`config.mk`:
```
export PLATFORM = sky130hd
export DESIGN_NAME = cnn_layer_scheduler
export DESIGN_NICKNAME = d
export VERILOG_FILES = /design/src/rtl/cnn_layer_scheduler.sv
export SDC_FILE = /design/constraint.sdc
export NUM_CORES = 1
export LEC_CHECK = 0
export ABC_CLOCK_PERIOD_IN_PS = 1800
export CELL_PAD_IN_SITES_DETAIL_PLACEMENT = 1
export CELL_PAD_IN_SITES_GLOBAL_PLACEMENT = 1
export CORE_MARGIN = 5
export CORE_UTILIZATION = 35
export CTS_CLUSTER_DIAMETER = 120
export DETAILED_ROUTE_END_ITERATION = 7
export PLACE_DENSITY_LB_ADDON = 0.08
export SYNTH_ARGS = -nofsm -noshare
export SYNTH_HDL_FRONTEND = slang
export SYNTH_SLANG_ARGS = --single-unit
```
`constraint.sdc`:
```
create_clock -name clk -period 1.8 [get_ports clk]
set_input_delay 0.36 -clock clk [delete_from_list [all_inputs] [get_ports clk]]
set_output_delay 0.36 -clock clk [all_outputs]
set_load 0.01 [all_outputs]
```
`src/rtl/cnn_layer_scheduler.sv`:
```
// Top-level sequencer for one CNN inference pass: per-layer LOAD/COMPUTE,
// then DISPLAY, with a per-phase timeout watchdog and abort.
module cnn_layer_scheduler #(
  parameter int LAYER_W = 3,
  parameter int TO_W    = 10,
  parameter int TIMEOUT = 1000
) (
  input  logic               clk,
  input  logic               rst,
  input  logic               start,
  input  logic               abort,
  input  logic [LAYER_W-1:0] cfg_layers,
  input  logic               mem_done,
  input  logic               comp_done,
  input  logic               disp_done,
  output logic               enable_memory,
  output logic               enable_compute,
  output logic               enable_display,
  output logic [LAYER_W-1:0] layer_idx,
  output logic               busy,
  output logic               done,
  output logic               error,
  output logic [2:0]         state
);

  typedef enum logic [2:0] {
    S_IDLE    = 3'd0,
    S_LOAD    = 3'd1,
    S_COMPUTE = 3'd2,
    S_DISPLAY = 3'd3,
    S_FINISH  = 3'd4,
    S_ERROR   = 3'd5
  } state_t;

  state_t             state_q, state_d;
  logic [LAYER_W-1:0] layer_q, layer_d;
  logic [LAYER_W-1:0] count_q, count_d;
  logic [TO_W-1:0]    wd_q;
  logic               wd_exp;
  logic               active;

  assign active = (state_q == S_LOAD) || (state_q == S_COMPUTE) || (state_q == S_DISPLAY);
  assign wd_exp = (wd_q == TO_W'(TIMEOUT - 1));

  // Abort dominates; within a phase its done input beats the watchdog.
  always_comb begin
    state_d = state_q;
    layer_d = layer_q;
    count_d = count_q;
    if (abort) begin
      state_d = S_IDLE;
      layer_d = '0;
    end else begin
      case (state_q)
        S_IDLE, S_ERROR: begin
          if (start) begin
            state_d = S_LOAD;
            layer_d = '0;
            count_d = (cfg_layers == '0) ? LAYER_W'(1) : cfg_layers;
          end
        end
        S_LOAD: begin
          if (mem_done)    state_d = S_COMPUTE;
          else if (wd_exp) state_d = S_ERROR;
        end
        S_COMPUTE: begin
          if (comp_done) begin
            if (layer_q == count_q - LAYER_W'(1)) begin
              state_d = S_DISPLAY;
            end else begin
              state_d = S_LOAD;
              layer_d = layer_q + LAYER_W'(1);
            end
          end else if (wd_exp) begin
            state_d = S_ERROR;
          end
        end
        S_DISPLAY: begin
          if (disp_done)   state_d = S_FINISH;
          else if (wd_exp) state_d = S_ERROR;
        end
        S_FINISH: state_d = S_IDLE;
        default:  state_d = S_IDLE;
      endcase
    end
  end

  always_ff @(posedge clk or posedge rst) begin
    if (rst) begin
      state_q <= S_IDLE;
      layer_q <= '0;
      count_q <= LAYER_W'(1);
      wd_q    <= '0;
    end else begin
      state_q <= state_d;
      layer_q <= layer_d;
      count_q <= count_d;
      if (state_d != state_q || !active) wd_q <= '0;
      else                               wd_q <= wd_q + TO_W'(1);
    end
  end

  // Outputs decode the state register only, so reset clears them at once.
  assign enable_memory  = (state_q == S_LOAD);
  assign enable_compute = (state_q == S_COMPUTE);
  assign enable_display = (state_q == S_DISPLAY);
  assign busy           = active || (state_q == S_FINISH);
  assign done           = (state_q == S_FINISH);
  assign error          = (state_q == S_ERROR);
  assign layer_idx      = layer_q;
  assign state          = state_q;

endmodule

```
---- Word level (Yosys, flattened, before mapping) ----
Index checks and enable logic that the tools add are counted.
word-level totals
  word-level logic and storage cells ...... 45
  bits in registers ....................... 19
  bits of input ports ..................... 10
  output and inout port bits .............. 12
operators by class
  bitwise logic cells ..................... 1
  $add $sub $neg .......................... 3
  equal/unequal tests ..................... 11
  reduce and logical (&&, ||, !) cells .... 11
  multiplexer cells ....................... 15
operator list
  kind                                              count
  2-to-1 mux 3 bit                                  11
  one-hot mux 3 bit (4 select lines)                1
  adder 10 x 1 -> 10 bit, second input constant     1
  == test 10 bit, second input constant             1
  2-to-1 mux 10 bit                                 1
  != test 3 bit, second input constant              3
  == test 3 x 2 -> 1 bit, second input constant     2
  == test 3 bit, second input constant              2
  logical NOT 3 bit                                 2
  one-hot mux 3 bit (2 select lines)                1
  logical OR 1 bit                                  4
  AND reduction 4 bit                               1
  adder 3 x 1 -> 3 bit, second input constant       1
  == test 3 x 1 -> 1 bit, second input constant     1
  == test 3 bit                                     1
  != test 3 bit                                     1
  AND reduction 3 bit                               1
  nonzero test 3 bit                                1
  subtractor 3 x 1 -> 3 bit, second input constant  1
  2-to-1 mux 2 bit                                  1
  OR reduction 2 bit                                1
  logical NOT 1 bit                                 1
  inverter 1 bit                                    1

---- Depth between registers and ports, before layout ----
  word-level depth ........................ 9
  mapped depth ............................ 6
  mapped depth without buffers ............ 6

---- Worst setup path after synthesis ----
Ideal clock, no wire load.
  path type ............................... reg-to-reg
  from .................................... register count_q[0]
  to ...................................... register layer_q[2], in the netlist layer_idx[2]
  cell stages (with the launch flop) ...... 7
  setup time .............................. 0.077 ns
  clock period less this slack ............ 1.833 ns
  arrival ................................. 1.755 ns
  setup slack ............................. -0.033 ns
  required time ........................... 1.723 ns
  path buffers ............................ 0
  path through ............................ dfstp_2 -> inv_1 -> ha_1 -> xnor2_1 -> nor4_4 -> or4bb_1 -> a21oi_1
between the ends
  word-level cells in the longest chain between the ends .. 4
ends and longest elaborated chain
  what                           RTL line  source
  start: declaration             37        logic [LAYER_W-1:0] count_q, count_d;
  start signal: assignment       97        count_q <= count_d;
  subtractor 3 x 1 -> 3 bit      68        if (layer_q == count_q - LAYER_W'(1)) begin
  == test 3 bit                  68
  != test 3 bit (no line)        --
  AND reduction 4 bit (no line)  --
  end signal: assignment         96        layer_q <= layer_d;
  end: declaration               36        logic [LAYER_W-1:0] layer_q, layer_d;
No other way between the ends.
A chain may end at the register's enable or synchronous reset.

---- Final worst setup path ----
  from .................................... register state_q[1], in the netlist state[1]
  to ...................................... register state_q[1], in the netlist state[1]
between the ends
  word-level cells in the longest chain between the ends .. 4
  elaborated cells between the ends (all ways) .. 13
  those cells by class .................... eq/ne: 4; mux: 7; reduce/logical: 2
ends and longest elaborated chain
  what                                              RTL line  source
  start: declaration                                35        state_t state_q, state_d;
  start signal: assignment                          95        state_q <= state_d;
  == test 3 bit, or another cell as far along       54        case (state_q)
  OR reduction 2 bit, or another cell as far along  54
  one-hot mux 3 bit (4 select lines) *              54
  2-to-1 mux 3 bit *                                50        if (abort) begin
  named net state_d[1]                              35
The timed path passes the listed nets; every way through them passes the cells marked *.

==> metrics <==
result of the run finished with violations; violated checks setup timing; reg-to-reg startpoint state[1]; count of endpoints failing setup in the final report 3; total chip power between 900 and 1000 µW; maximum number of pins on one net before global-route repair 17; Worst setup EP type flip-flop; delay-heaviest family, CP simple AND/OR/NAND/NOR gates; wire length of the first global-routing pass approximately 5100 µm; Vert. Die Dim 67.35 µm; maximum root-to-sink buffer count 2; Net Sw Frac just under 30%; kind of critical path reg -> reg; DP HPWL 2447 µm; area delta synth->final 42.93%; number of endpoints with negative hold slack in the final report 0; Post-Synthesis Mean Instance Area approximately 9.4 µm²; max-cap viol count 0; nets 183; most common flop cell mapped by yosys sky130_fd_sc_hd__dfrtp_1; via count of the first global-routing pass 1100; clock network latency to the later pin of the worst-skew pair 0.30 ns; total routed wirelength about 3100 µm; final number of max-transition violations 0; minimum clock period 1.839 ns; Fmax achieved 0.5437 GHz; placer congestion estimate 0.8108; total clock buffers created by CTS 3; final standard cell utilization of the core 53.02%; number of standard cells in the final layout excluding fillers approximately 210; CTS tree done; leakage power figure about 0.00074 µW; total die area 4536 µm²; antenna violation net count after detailed routing 0; count of hold buffers inserted by post-cts repair 0; Req. time, crit path between 2 and 2.5 ns; Synth Cell Area ~1200 µm²; Switching Power around 290 µW; post-synthesis sequential area ratio 41.41%; worst max-slew margin expressed relative to the limit 76.11%; area of the core region 3103 µm²; DRC Markers 0; EDFF count, synth 0; CTS clk-pin slew, worst paths 0.11 ns; count of port buffers added during placement 21; type of origin of the critical path flip-flop; Critical Path AT 2.05 ns; GR Util All Layers 14.87%; slowest stage cell, crit path sky130_fd_sc_hd__dfrtp_1; cell count after placement roughly 210; detailed-router iteration count before antenna repair 5; net count of the mapped netlist between 100 and 150; Diodes inserted 0; cell internal power dissipation 694.7 µW; relative contribution of combinational cells to total power 30.3%; count of mapped cells out of synthesis 123; site row count 20; unrepaired setup endpoints after global routing true; number of library cell types mapped by synthesis 39; type of the worst min-delay path in -> async; period utilisation layout 102.2%; Critical Path Max Stage Delay 0.41 ns; clock network power share 22.3%; fraction of registers with async set or reset after synthesis between 90% and 100%; power density of the placed cells 596.3 nW/µm²; relative contribution of sequential cells to total power between 40% and 50%; DRT iter0 DRCs 32; num ports 22; via count around 1100; H-tree levels 1; number of register bits inferred by synthesis 19; yosys warns 0; worst path setup slack after routing -0.03917 ns; width of the die 67.35 µm; launching instance or port of the critical path state[1]; Worst Path Max Fanout 6; total of fill cells in the finished design 385; slew of the pin with the lowest slew margin approximately 0.35 ns; worst hold margin 0.3022 ns; Crit path buffers/inverters 1; crit path cell chain or3b_4, buf_6, nor4_4, a222oi_1, a211oi_1; ratio of routed vias to standard cells 5.052; antenna violations before repair 0; Sinks on Clock Net 19; total overflow reported by the global router 0; cell chosen for the clock root sky130_fd_sc_hd__clkbuf_4; worst vdd ir 430.7 µV; effective utilization at floorplan 37.10%; Register Area 476.7 µm²; average detailed-routed wire length per instance roughly 15 µm; Setup Skew between 0.003 and 0.004 ns; area of the multi-input gates 676.9 µm²; proportion of layout cells with a drive suffix above 1 28.99%
cells by family (layout without fill, tap and decap cells):
kind of cell,after synthesis,count (layout),synth area share [%]
muxes,2,2,1.848
buffers and inverters,12,58,4.021
AOI/OAI and AO/OA,23,23,13.70
xor gates and xnor gates,13,13,11.20
and+or+nand+nor,51,51,24.57
DFF,19,19,41.41
adders and majority gates,3,3,3.261
Yosys cell counts, types with 2 or more instances:
library cell	instances	area share, %
sky130_fd_sc_hd__xnor2_1	10	7.6
sky130_fd_sc_hd__nand3_1	3	1.3
sky130_fd_sc_hd__a21oi_1	6	2.6
sky130_fd_sc_hd__o21ai_0	6	2.6
sky130_fd_sc_hd__nor2b_1	4	2.2
sky130_fd_sc_hd__dfrtp_1	18	39
sky130_fd_sc_hd__o211ai_1	2	1.3
sky130_fd_sc_hd__and3_1	6	3.3
sky130_fd_sc_hd__clkbuf_1	3	0.98
sky130_fd_sc_hd__ha_1	3	3.3
sky130_fd_sc_hd__nor2_1	18	5.9
sky130_fd_sc_hd__nor3_1	5	2.2
sky130_fd_sc_hd__nand2_1	5	1.6
sky130_fd_sc_hd__inv_1	8	2.6
sky130_fd_sc_hd__xor2_1	2	1.5
power groups by stage:
stage | clock network (µW) | registers [µW] | logic, µW
6_report | 219 | 465 | 297
5_1_grt | 255 | 470 | 325
4_1_cts | 230 | 465 | 296
3_5_place_dp | 0 | 472 | 283
3_3_place_gp | 0 | 471 | 276
2_1_floorplan | 0 | 476 | 157
registers in the layout, summed over array words and instances, names as in the netlist:
signal     flops
wd_q          10
count_q        3
layer_idx      3
state          3
worst reg2reg max path, delay by kind of cell (launching register included):
kind,cells,cell delay (ns)
simple gates,2,0.81
flops,1,0.41
compound gates,2,0.39
buf+inv,1,0.15
final cells by class:
type | count | area share (%)
clock buffers | 4 | 1.597
inverters | 8 | 1.825
multi-input cells | 92 | 41.14
flip-flops and latches | 19 | 28.97
well taps | 44 | 3.346
repair buffers | 46 | 23.12
what timing repair did:
| item | 4_1_cts | 5_1_grt |
|---|---|---|
| endpoints found under the setup margin | 9 | 12 |
| pin swaps | 6 | 4 |
| gates cloned | 0 | 0 |
| gates resized for setup | 18 | 14 |
| setup buffers | 2 | 1 |
per-stage QoR:
stage	setup WS [ns]	instance area (µm²)	TNS [ns]
2_1_floorplan	0.0005456	1159	0
3_3_place_gp	-0.09215	1573	-0.2911
3_5_place_dp	-0.1603	1573	-0.7857
4_1_cts	-0.06461	1632	-0.2110
5_1_grt	-0.1255	1645	-0.4107
6_report	-0.03917	1645	-0.05424
cells in the final DEF (no fill, tap or decap), types with 2 or more instances in the layout:
cell type | Yosys | final
sky130_fd_sc_hd__o21ai_0 | 6 | 5
sky130_fd_sc_hd__nand3_1 | 3 | 3
sky130_fd_sc_hd__nor2b_1 | 4 | 4
sky130_fd_sc_hd__nand2_1 | 5 | 5
sky130_fd_sc_hd__dfrtp_1 | 18 | 18
sky130_fd_sc_hd__dlygate4sd2_1 | 0 | 2
sky130_fd_sc_hd__xnor2_1 | 10 | 9
sky130_fd_sc_hd__clkdlybuf4s50_1 | 0 | 13
sky130_fd_sc_hd__ha_1 | 3 | 2
sky130_fd_sc_hd__clkbuf_4 | 0 | 3
sky130_fd_sc_hd__xor2_1 | 2 | 2
sky130_fd_sc_hd__clkbuf_2 | 0 | 5
sky130_fd_sc_hd__inv_1 | 8 | 6
sky130_fd_sc_hd__buf_4 | 0 | 23
sky130_fd_sc_hd__and3_1 | 6 | 6
sky130_fd_sc_hd__nor3_1 | 5 | 5
sky130_fd_sc_hd__inv_2 | 0 | 2
sky130_fd_sc_hd__a21oi_2 | 0 | 2
sky130_fd_sc_hd__a21oi_1 | 6 | 4
sky130_fd_sc_hd__o211ai_1 | 2 | 2
sky130_fd_sc_hd__nor2_1 | 18 | 17
sky130_fd_sc_hd__buf_6 | 0 | 2
worst paths after layout:
| kind | to | slack (ns) | depth (start not counted) |
|---|---|---|---|
| max | state[1] | -0.04 | 5 |
| min | layer_idx[1] | 0.30 | 2 |
| max reg2reg | state[1] | -0.04 | 5 |
| min reg2reg | wd_q[0] | 0.47 | 1 |
| max in group asynchronous | wd_q[6] | 1.03 | 3 |
| min in group clk | wd_q[0] | 0.47 | 1 |
routing by layer:
metal  track usage, %  routed length, µm  share of wire [%]
met3            4.160                 97                3.1
met4            1.519                 21               0.68
met2            26.01               1511                 49
met5                0                  0                  0
met1            18.79               1478                 48
No activity file was read; power rests on OpenSTA's default activity.
